File: src/rtl/mem_bridge_if.sv
// Memory-side bus of the load/store bridge: one request at a time, held until
// mem_gnt; load data returns later with mem_rvalid.
// master: the bridge; slave: the memory or bus fabric.
interface mem_bridge_if;
  logic        mem_req;
  logic        mem_we;
  logic [31:0] mem_addr;
  logic [3:0]  mem_be;
  logic [31:0] mem_wdata;
  logic        mem_gnt;
  logic        mem_rvalid;
  logic [31:0] mem_rdata;

  modport master (
    output mem_req, mem_we, mem_addr, mem_be, mem_wdata,
    input  mem_gnt, mem_rvalid, mem_rdata
  );

  modport slave (
    input  mem_req, mem_we, mem_addr, mem_be, mem_wdata,
    output mem_gnt, mem_rvalid, mem_rdata
  );
endinterface

File: src/rtl/mem_bridge.sv
// Load/store bridge between the core data port and a word-wide handshaked memory.
// It converts access size and byte offset into a word address, byte enables and
// lane-replicated store data. It also aligns and extends load data, and it returns a
// one-cycle core_ready.
// Optional feature: define BRIDGE_TIMEOUT_EN to abort accesses that stay in
// REQ/WAIT_R for TIMEOUT_CYCLES cycles. An aborted access returns ERR_DATA with
// core_err set.
module mem_bridge #(
  parameter int unsigned TIMEOUT_CYCLES = 16,
  parameter logic [31:0] ERR_DATA       = 32'hDEADBEEF
) (
  input  logic        clk,
  input  logic        reset,
  input  logic        core_req,
  input  logic        core_we,
  input  logic [31:0] core_addr,
  input  logic [31:0] core_wdata,
  input  logic [1:0]  core_size,
  input  logic        core_unsigned,
  output logic        core_ready,
  output logic [31:0] core_rdata,
  output logic        core_err,
  mem_bridge_if.master mem
);

  typedef enum logic [1:0] {IDLE, REQ, WAIT_R, DONE} state_t;

  state_t      state, state_nxt;
  logic        we_q, uns_q;
  logic [1:0]  size_q;
  logic [31:0] addr_q, wdata_q;
  logic        rsp_upd, rsp_err;
  logic [31:0] rsp_data;
  logic        enter_req;
  logic        timeout_hit;

  if (TIMEOUT_CYCLES < 1 || TIMEOUT_CYCLES > 65535) begin : g_bad_timeout
    $error("mem_bridge: TIMEOUT_CYCLES must be 1..65535");
  end

  function automatic logic misaligned(input logic [1:0] size, input logic [1:0] a);
    case (size)
      2'b00:   return 1'b0;
      2'b01:   return a[0];
      2'b10:   return (a != 2'b00);
      default: return 1'b1;
    endcase
  endfunction

  // Shift the addressed lane down, then sign- or zero-extend it to 32 bits.
  function automatic logic [31:0] format_load(input logic [31:0] word, input logic [1:0] a,
                                              input logic [1:0] size, input logic uns);
    logic        [31:0] s;
    logic signed [7:0]  b;
    logic signed [15:0] h;
    logic signed [31:0] ext;
    s = word >> {a, 3'b000};
    b = s[7:0];
    h = s[15:0];
    case (size)
      2'b00:   begin ext = b; return uns ? {24'b0, s[7:0]}  : ext; end
      2'b01:   begin ext = h; return uns ? {16'b0, s[15:0]} : ext; end
      default: return s;
    endcase
  endfunction

  assign enter_req = (state == IDLE) && core_req && !misaligned(core_size, core_addr[1:0]);

`ifdef BRIDGE_TIMEOUT_EN
  logic [15:0] to_cnt;

  assign timeout_hit = (to_cnt == 16'(TIMEOUT_CYCLES - 1));

  // Cycles spent in REQ/WAIT_R for the current access; cleared on entry to REQ.
  always_ff @(posedge clk) begin
    if (reset) begin
      to_cnt <= '0;
    end else if (enter_req) begin
      to_cnt <= '0;
    end else if (state == REQ || state == WAIT_R) begin
      to_cnt <= to_cnt + 16'd1;
    end
  end
`else
  assign timeout_hit = 1'b0;
`endif

  // Next state plus the response to latch when the access completes.
  always_comb begin
    state_nxt = state;
    rsp_upd   = 1'b0;
    rsp_err   = 1'b0;
    rsp_data  = '0;
    case (state)
      IDLE: begin
        if (core_req) begin
          if (misaligned(core_size, core_addr[1:0])) begin
            state_nxt = DONE;
            rsp_upd   = 1'b1;
            rsp_err   = 1'b1;
          end else begin
            state_nxt = REQ;
          end
        end
      end
      REQ: begin
        if (mem.mem_gnt) begin
          if (we_q) begin
            state_nxt = DONE;
            rsp_upd   = 1'b1;
          end else begin
            state_nxt = WAIT_R;
          end
        end else if (timeout_hit) begin
          state_nxt = DONE;
          rsp_upd   = 1'b1;
          rsp_err   = 1'b1;
          rsp_data  = ERR_DATA;
        end
      end
      WAIT_R: begin
        if (mem.mem_rvalid) begin
          state_nxt = DONE;
          rsp_upd   = 1'b1;
          rsp_data  = format_load(mem.mem_rdata, addr_q[1:0], size_q, uns_q);
        end else if (timeout_hit) begin
          state_nxt = DONE;
          rsp_upd   = 1'b1;
          rsp_err   = 1'b1;
          rsp_data  = ERR_DATA;
        end
      end
      DONE:    state_nxt = IDLE;
      default: state_nxt = IDLE;
    endcase
  end

  // State register, request latch in IDLE, response registers held until the next DONE.
  always_ff @(posedge clk) begin
    if (reset) begin
      state      <= IDLE;
      we_q       <= 1'b0;
      uns_q      <= 1'b0;
      size_q     <= 2'b00;
      addr_q     <= '0;
      wdata_q    <= '0;
      core_rdata <= '0;
      core_err   <= 1'b0;
    end else begin
      state <= state_nxt;
      if (state == IDLE && core_req) begin
        we_q    <= core_we;
        uns_q   <= core_unsigned;
        size_q  <= core_size;
        addr_q  <= core_addr;
        wdata_q <= core_wdata;
      end
      if (rsp_upd) begin
        core_rdata <= rsp_data;
        core_err   <= rsp_err;
      end
    end
  end

  assign core_ready   = (state == DONE);
  assign mem.mem_req  = (state == REQ);
  assign mem.mem_we   = we_q && (state == REQ);
  assign mem.mem_addr = {addr_q[31:2], 2'b00};

  // Byte enables and lane-replicated store data from the latched request.
  always_comb begin
    mem.mem_be    = 4'b0000;
    mem.mem_wdata = wdata_q;
    case (size_q)
      2'b00: begin
        mem.mem_be    = 4'b0001 << addr_q[1:0];
        mem.mem_wdata = {4{wdata_q[7:0]}};
      end
      2'b01: begin
        mem.mem_be    = 4'b0011 << addr_q[1:0];
        mem.mem_wdata = {2{wdata_q[15:0]}};
      end
      default: begin
        mem.mem_be    = 4'b1111;
        mem.mem_wdata = wdata_q;
      end
    endcase
    if (state != REQ) mem.mem_be = 4'b0000;
  end

endmodule

File: src/flat_wrapper.sv
// flat-port wrapper written by rule: the top's interface ports become plain ports
module mem_bridge_flat 
#(
  parameter int unsigned TIMEOUT_CYCLES = 16,
  parameter logic [31:0] ERR_DATA       = 32'hDEADBEEF
)
  (clk, reset, core_req, core_we, core_addr, core_wdata, core_size, core_unsigned, core_ready, core_rdata, core_err, mem_mem_req, mem_mem_we, mem_mem_addr, mem_mem_be, mem_mem_wdata, mem_mem_gnt, mem_mem_rvalid, mem_mem_rdata);
  mem_bridge_if mem_i ();
  input  logic clk;
  input  logic reset;
  input  logic core_req;
  input  logic core_we;
  input  logic [31:0] core_addr;
  input  logic [31:0] core_wdata;
  input  logic [1:0] core_size;
  input  logic core_unsigned;
  output logic core_ready;
  output logic [31:0] core_rdata;
  output logic core_err;
  output wire logic [$bits(mem_i.mem_req)-1:0] mem_mem_req;
  output wire logic [$bits(mem_i.mem_we)-1:0] mem_mem_we;
  output wire logic [$bits(mem_i.mem_addr)-1:0] mem_mem_addr;
  output wire logic [$bits(mem_i.mem_be)-1:0] mem_mem_be;
  output wire logic [$bits(mem_i.mem_wdata)-1:0] mem_mem_wdata;
  input wire logic [$bits(mem_i.mem_gnt)-1:0] mem_mem_gnt;
  input wire logic [$bits(mem_i.mem_rvalid)-1:0] mem_mem_rvalid;
  input wire logic [$bits(mem_i.mem_rdata)-1:0] mem_mem_rdata;
  assign mem_mem_req = mem_i.mem_req;
  assign mem_mem_we = mem_i.mem_we;
  assign mem_mem_addr = mem_i.mem_addr;
  assign mem_mem_be = mem_i.mem_be;
  assign mem_mem_wdata = mem_i.mem_wdata;
  assign mem_i.mem_gnt = mem_mem_gnt;
  assign mem_i.mem_rvalid = mem_mem_rvalid;
  assign mem_i.mem_rdata = mem_mem_rdata;
  mem_bridge #(.TIMEOUT_CYCLES(TIMEOUT_CYCLES), .ERR_DATA(ERR_DATA)) u_core (.clk(clk), .reset(reset), .core_req(core_req), .core_we(core_we), .core_addr(core_addr), .core_wdata(core_wdata), .core_size(core_size), .core_unsigned(core_unsigned), .core_ready(core_ready), .core_rdata(core_rdata), .core_err(core_err), .mem(mem_i));
endmodule
File: config.mk
export PLATFORM = sky130hd
export DESIGN_NAME = mem_bridge_flat
export DESIGN_NICKNAME = d
export VERILOG_FILES = /design/src/rtl/mem_bridge_if.sv /design/src/rtl/mem_bridge.sv /design/src/flat_wrapper.sv
export SDC_FILE = /design/constraint.sdc
export NUM_CORES = 1
export LEC_CHECK = 0
export CAP_MARGIN = 5
export CORE_ASPECT_RATIO = 1.1
export CORE_UTILIZATION = 30
export DETAILED_ROUTE_END_ITERATION = 12
export PLACE_DENSITY = 0.66
export SLEW_MARGIN = 20
export SYNTH_ARGS = -nofsm -noshare
export SYNTH_HDL_FRONTEND = slang
export SYNTH_SLANG_ARGS = --single-unit
File: constraint.sdc
create_clock -name clk -period 2.5 [get_ports clk]
set_input_delay 0.5 -clock clk [delete_from_list [all_inputs] [get_ports clk]]
set_output_delay 0.5 -clock clk [all_outputs]
set_load 0.05 [all_outputs]
### Word level (Yosys, flattened, before mapping)

Cells that the tools add are included.

* flip-flop bits (word level): 103
* input bits: 105
* output and inout bits: 104

* equal/unequal tests: 10
* shift operators: 3
* multiplexer cells: 24
* reduce and logical (&&, ||, !) cells: 7

Operator list (number)
* 32-bit 2-to-1 mux: 4
* 32-bit case mux with 2 select lines: 2
* 32-bit by 5-bit right shift with 32-bit output: 1
* 1-bit 2-to-1 mux: 9
* 2-bit 2-to-1 mux: 4
* 2-bit case mux with 4 select lines: 1
* 4-bit case mux with 2 select lines: 1
* 2-bit by 1-bit equality test with 1-bit output (second input constant): 3
* 2-bit equality test (second input constant): 3
* 2-bit logical NOT: 3
* 1-bit case mux with 3 select lines: 2
* 4-bit 2-to-1 mux: 1
* 2-bit by 1-bit != test with 1-bit output (second input constant): 2
* 2-bit != test (second input constant): 2
* 1-bit by 2-bit << shifter with 4-bit output (first input constant): 1
* 2-bit by 2-bit << shifter with 4-bit output (first input constant): 1
* 3-bit AND reduction: 1
* 1-bit logical AND: 2
* 2-bit nonzero test: 1

### Logic depth before layout (Yosys ltp)

Gate-level depths: netlist (run 1).

* depth in word-level cells: 7
* mapped depth: 8
* mapped depth without buffers: 6

### Least setup slack after synthesis (run 1)

OpenSTA, ideal clock, no wires.

* kind: flip-flop to output port
* from: register u_core.size_q[0]
* to: output port mem_mem_wdata[25]
* data arrival time: 2223 ps
* required time: 2000 ps
* slack: -223 ps
* cell stages (with the launch flop): 5
* path through: dfxtp_1 -> clkbuf_1 -> buf_1 -> mux2i_1 -> o21ai_0

* cells in the longest elaborated chain, start to end: 2

RTL lines
* from (decl): line mem_bridge.sv:30 `logic [1:0] size_q;`
* from (signal assigned): line mem_bridge.sv:154 `size_q <= core_size;`
* 2-bit by 1-bit equality test with 1-bit output or 2-bit logical NOT (tied branches): line mem_bridge.sv:174 `case (size_q)`
* 32-bit case mux with 2 select lines (*): line mem_bridge.sv:174
* to (decl): line flat_wrapper.sv:24 `output wire logic [$bits(mem_i.mem_wdata)-1:0] mem_mem_wdata;`

Every way passes the cells marked *; elsewhere a longest branch is shown, timed or not.

### Final worst setup path (run 1)

* from: register u_core.state[0]
* to: output port core_ready

* cells in the longest elaborated chain, start to end: 1

RTL lines
* from (decl): line mem_bridge.sv:28 `state_t state, state_nxt;`
* from (signal assigned): line mem_bridge.sv:150 `state <= state_nxt;`
* 2-bit equality test: line mem_bridge.sv:165 `assign core_ready = (state == DONE);`
* to (decl): line flat_wrapper.sv:17 `output logic core_ready;`

Every way passes these cells.

==> out/metrics.yaml, run 1 <==
vias: 4479
timing.hold.ws_ns: 0.451
drv_slew: 0
finalWorstSetupSlack_ns: 0.0951
layout-drive-gt1-share: 0.134
dpl.cell_count: 921
cts_tree: "yes"
syn_inst: 579
hold_end: "u_core.wdata_q[18]$_SDFFE_PP0P_"
avgSynthCellArea_um2: 8.53
timing.fmax_mhz: 416
synth_top_area_cell: "dfxtp_1"
synth_mux_area_frac: 0.118
totalWireLength_um: 15100
critPathKind: "flip-flop to primary output"
wl_per_cell_um: 16.1
grt_pass1_vias: 4297
insertion_delay_ns: 0.35
cts_max_level: 3
synthAdderAreaFrac: 0.0127
vdd_drop_max_v: 0.000356
final_core_util: 0.470
period_minus_slack_ns: 2.40
dp_slack_ns: 0.106
finalSetupTns_ns: 0
postRouteAntennaNets: 0
synth_top_cell_area_share: 0.418
cts.repair.resized: 0
power.total_mw: 6.91
fin_crit_sh: 0.962
ys_top_cells_by_area: "dfxtp_1 42%, nand2_1 11%, a21oi_1 7.8%"
synth-main-ff-cell: "dfxtp_1"
required_ns: 2.00
slowest_stage: "clkdlybuf4s50_1"
hold_path.class: "flip-flop to flip-flop"
core_mm2: 0.0159
diodes: 0
outcome: "complete, no violations"
yosys_warnings: 0
power.leakage_nw: 2.84
timing.max_cap.violations: 0
start_kind: "flip-flop"
cpPeakStageDelay_ns: 0.85
num_rows: 48
critPathBufInv: 1
ys_async_sr_fraction: 0
final-hold-violation-count: 0
drt_first_pass_iters: 4
reg2regPathDepth: 5
layout.nets: 842
path_clk_slew_ns: 0.07
dieArea_mm2: 0.0170
crit_fanout: 6
synth-simple-area-share: 0.163
min_path_cells: 2
combPwrFrac: 0.489
power_frac_clock: 0.209
skew_ns: 0.00768
netlist_area_mm2: 0.00494
n_fill_cell: 1538
hold_buffers: 0
placed_cell_area_mm2: 0.00718
io_pins: 209
rsz0062_at_grt: "no"
synth_edf_count: 0
synth_compound_area_frac: 0.180
synth_cell_types: 44
synth_xor_area_frac: 0
path_cells: "ha_1 -> clkdlybuf4s50_1"
io_buffers: 206
postCtsSetupBuffers: 0
antenna_found_initial: 0
start_util: 0.310
syn2layout_area_growth_pct: 51.7
worst_pin_slew_ns: 0.882
die_h_um: 137
dp.final_hpwl_um: 11000
clockBufferDepth: 2
ys_seq_elements: 103
switchingPower_mw: 2.86
reg2reg_from: "u_core.state[0]$_SDFFE_PP0P_"
slew_headroom: 0.412
setup_violations: 0
grt_usage: 0.178
numCtsBuffers: 9
crit_path_start: "u_core.state[0]$_SDFFE_PP0P_"
cp_top_family: "buffers and inverters"
drt_iter0_drc: 302
drc_errors: 0
synth_top_family_by_area: "compound AO/OA/AOI/OAI gates"
hp-start: "u_core.wdata_q[18]$_SDFFE_PP0P_"
root_buffer: "clkbuf_16"
final_area_mm2: 0.00749
rrSetupSlack_ns: 0.47
r2r-end: "u_core.core_rdata[27]$_SDFFE_PP0P_"
seqPwrFrac: 0.301
end_kind: "primary output"
fin_cells: 937
vias_per_cell: 4.78
cts.sinks: 103
grt_max_degree: 80
power_density_mw_per_mm2: 923
grt_pass1_wl_um: 23600
sw_frac_of_total: 0.413
globalplace.congestion: 0.816
grt_overflow: 0
p_int_mw: 4.05
die_w_um: 124
synth_seq_area_share: 0.418
cp.arrival_ns: 1.90
==> worst min-delay path, stage by stage (launching register included) <==
cell and delay, ns:
dfxtp_1 0.31, nand2_1 0.05, a21oi_1 0.05
==> flip-flops by register name, indices dropped and copies added, names as in the netlist <==
register           flops
u_core.core_rdata     32
u_core.state           2
u_core.we_q            1
u_core.uns_q           1
u_core.size_q          2
u_core.addr_q         32
u_core.wdata_q        32
u_core.core_err        1
==> synth_stat cells, types with 2 or more instances <==
cell / count
a21oi_1: 77
buf_4: 40
o2bb2ai_1: 8
nor3_1: 2
nand2b_1: 2
mux2_2: 17
nand2_1: 146
dfxtp_1: 103
clkbuf_1: 31
a221o_1: 2
o21ai_0: 9
and2_1: 2
a211o_1: 9
ha_1: 5
nor2b_1: 3
inv_1: 7
nor2_1: 28
a211oi_1: 7
a32oi_1: 8
a221o_2: 6
buf_2: 4
mux2i_1: 37
buf_6: 5
==> cells in the final DEF, fill, tap and decap left out, drive strengths merged, types with 7 or more instances in the layout <==
cell type / n
nor2: 28
a21oi: 77
o21ai: 10
a211oi: 7
dfxtp: 103
o2bb2ai: 8
a221o: 8
clkbuf: 11
mux2: 17
inv: 8
mux2i: 37
a32oi: 8
nand2: 146
buf: 46
clkdlybuf4s50: 176
a211o: 9
==> power groups by stage <==
stage	clock (mW)	combinational (mW)	sequential, mW
floorplan	0	2.01	2.32
global placement	0	3.39	2.12
detailed placement	0	3.41	2.12
CTS	1.50	3.41	2.09
global route	1.56	3.59	2.12
finish	1.45	3.38	2.08
==> how the worst max path moves through the flow <==
stage,endpoint,depth (start not counted)
6_report,core_ready,2
5_1_grt,core_ready,2
4_1_cts,core_ready,2
3_5_place_dp,u_core.core_rdata[28]$_SDFFE_PP0P_,6
3_3_place_gp,u_core.core_rdata[27]$_SDFFE_PP0P_,6
2_1_floorplan,mem_mem_be[3],4
==> routing by layer <==
metal	up-vias	part of all wire	track usage
met5	-	0	0
met2	156	0.48	0.296
met3	17	0.080	0.0645
met1	2063	0.42	0.209
met4	0	0.016	0.0696
li1	2243	-	-
==> cell type report <==
class	instances	area (µm²)	area share
Clock buffer	11	253	0.0338
Tap cell	200	250	0.0334
Sequential cell	103	2060	0.275
Inverter	8	30.0	0.00401
Multi-Input combinational cell	388	2360	0.315
Timing Repair Buffer	222	2480	0.331
Clock inverter	5	56.3	0.00752
==> cells by family (layout without fill, tap and decap cells) <==
| kind of cell | count (synthesis) | count (layout) |
|---|---|---|
| AND/OR/NAND/NOR | 191 | 191 |
| AO/OA/AOI/OAI | 135 | 135 |
| flip-flops | 103 | 103 |
| buffers and inverters | 89 | 246 |
| multiplexers | 55 | 55 |
| adder cells (fa/ha/maj) | 5 | 5 |
| other | 1 | 2 |
(Power assumes the default switching activity.)
==> inputs of run 2 (changes only) <==
- CTS_CLUSTER_SIZE: not set -> 12
==> results of run 2 <==
Final layout, timing and power as in run 1 (identical DEF).
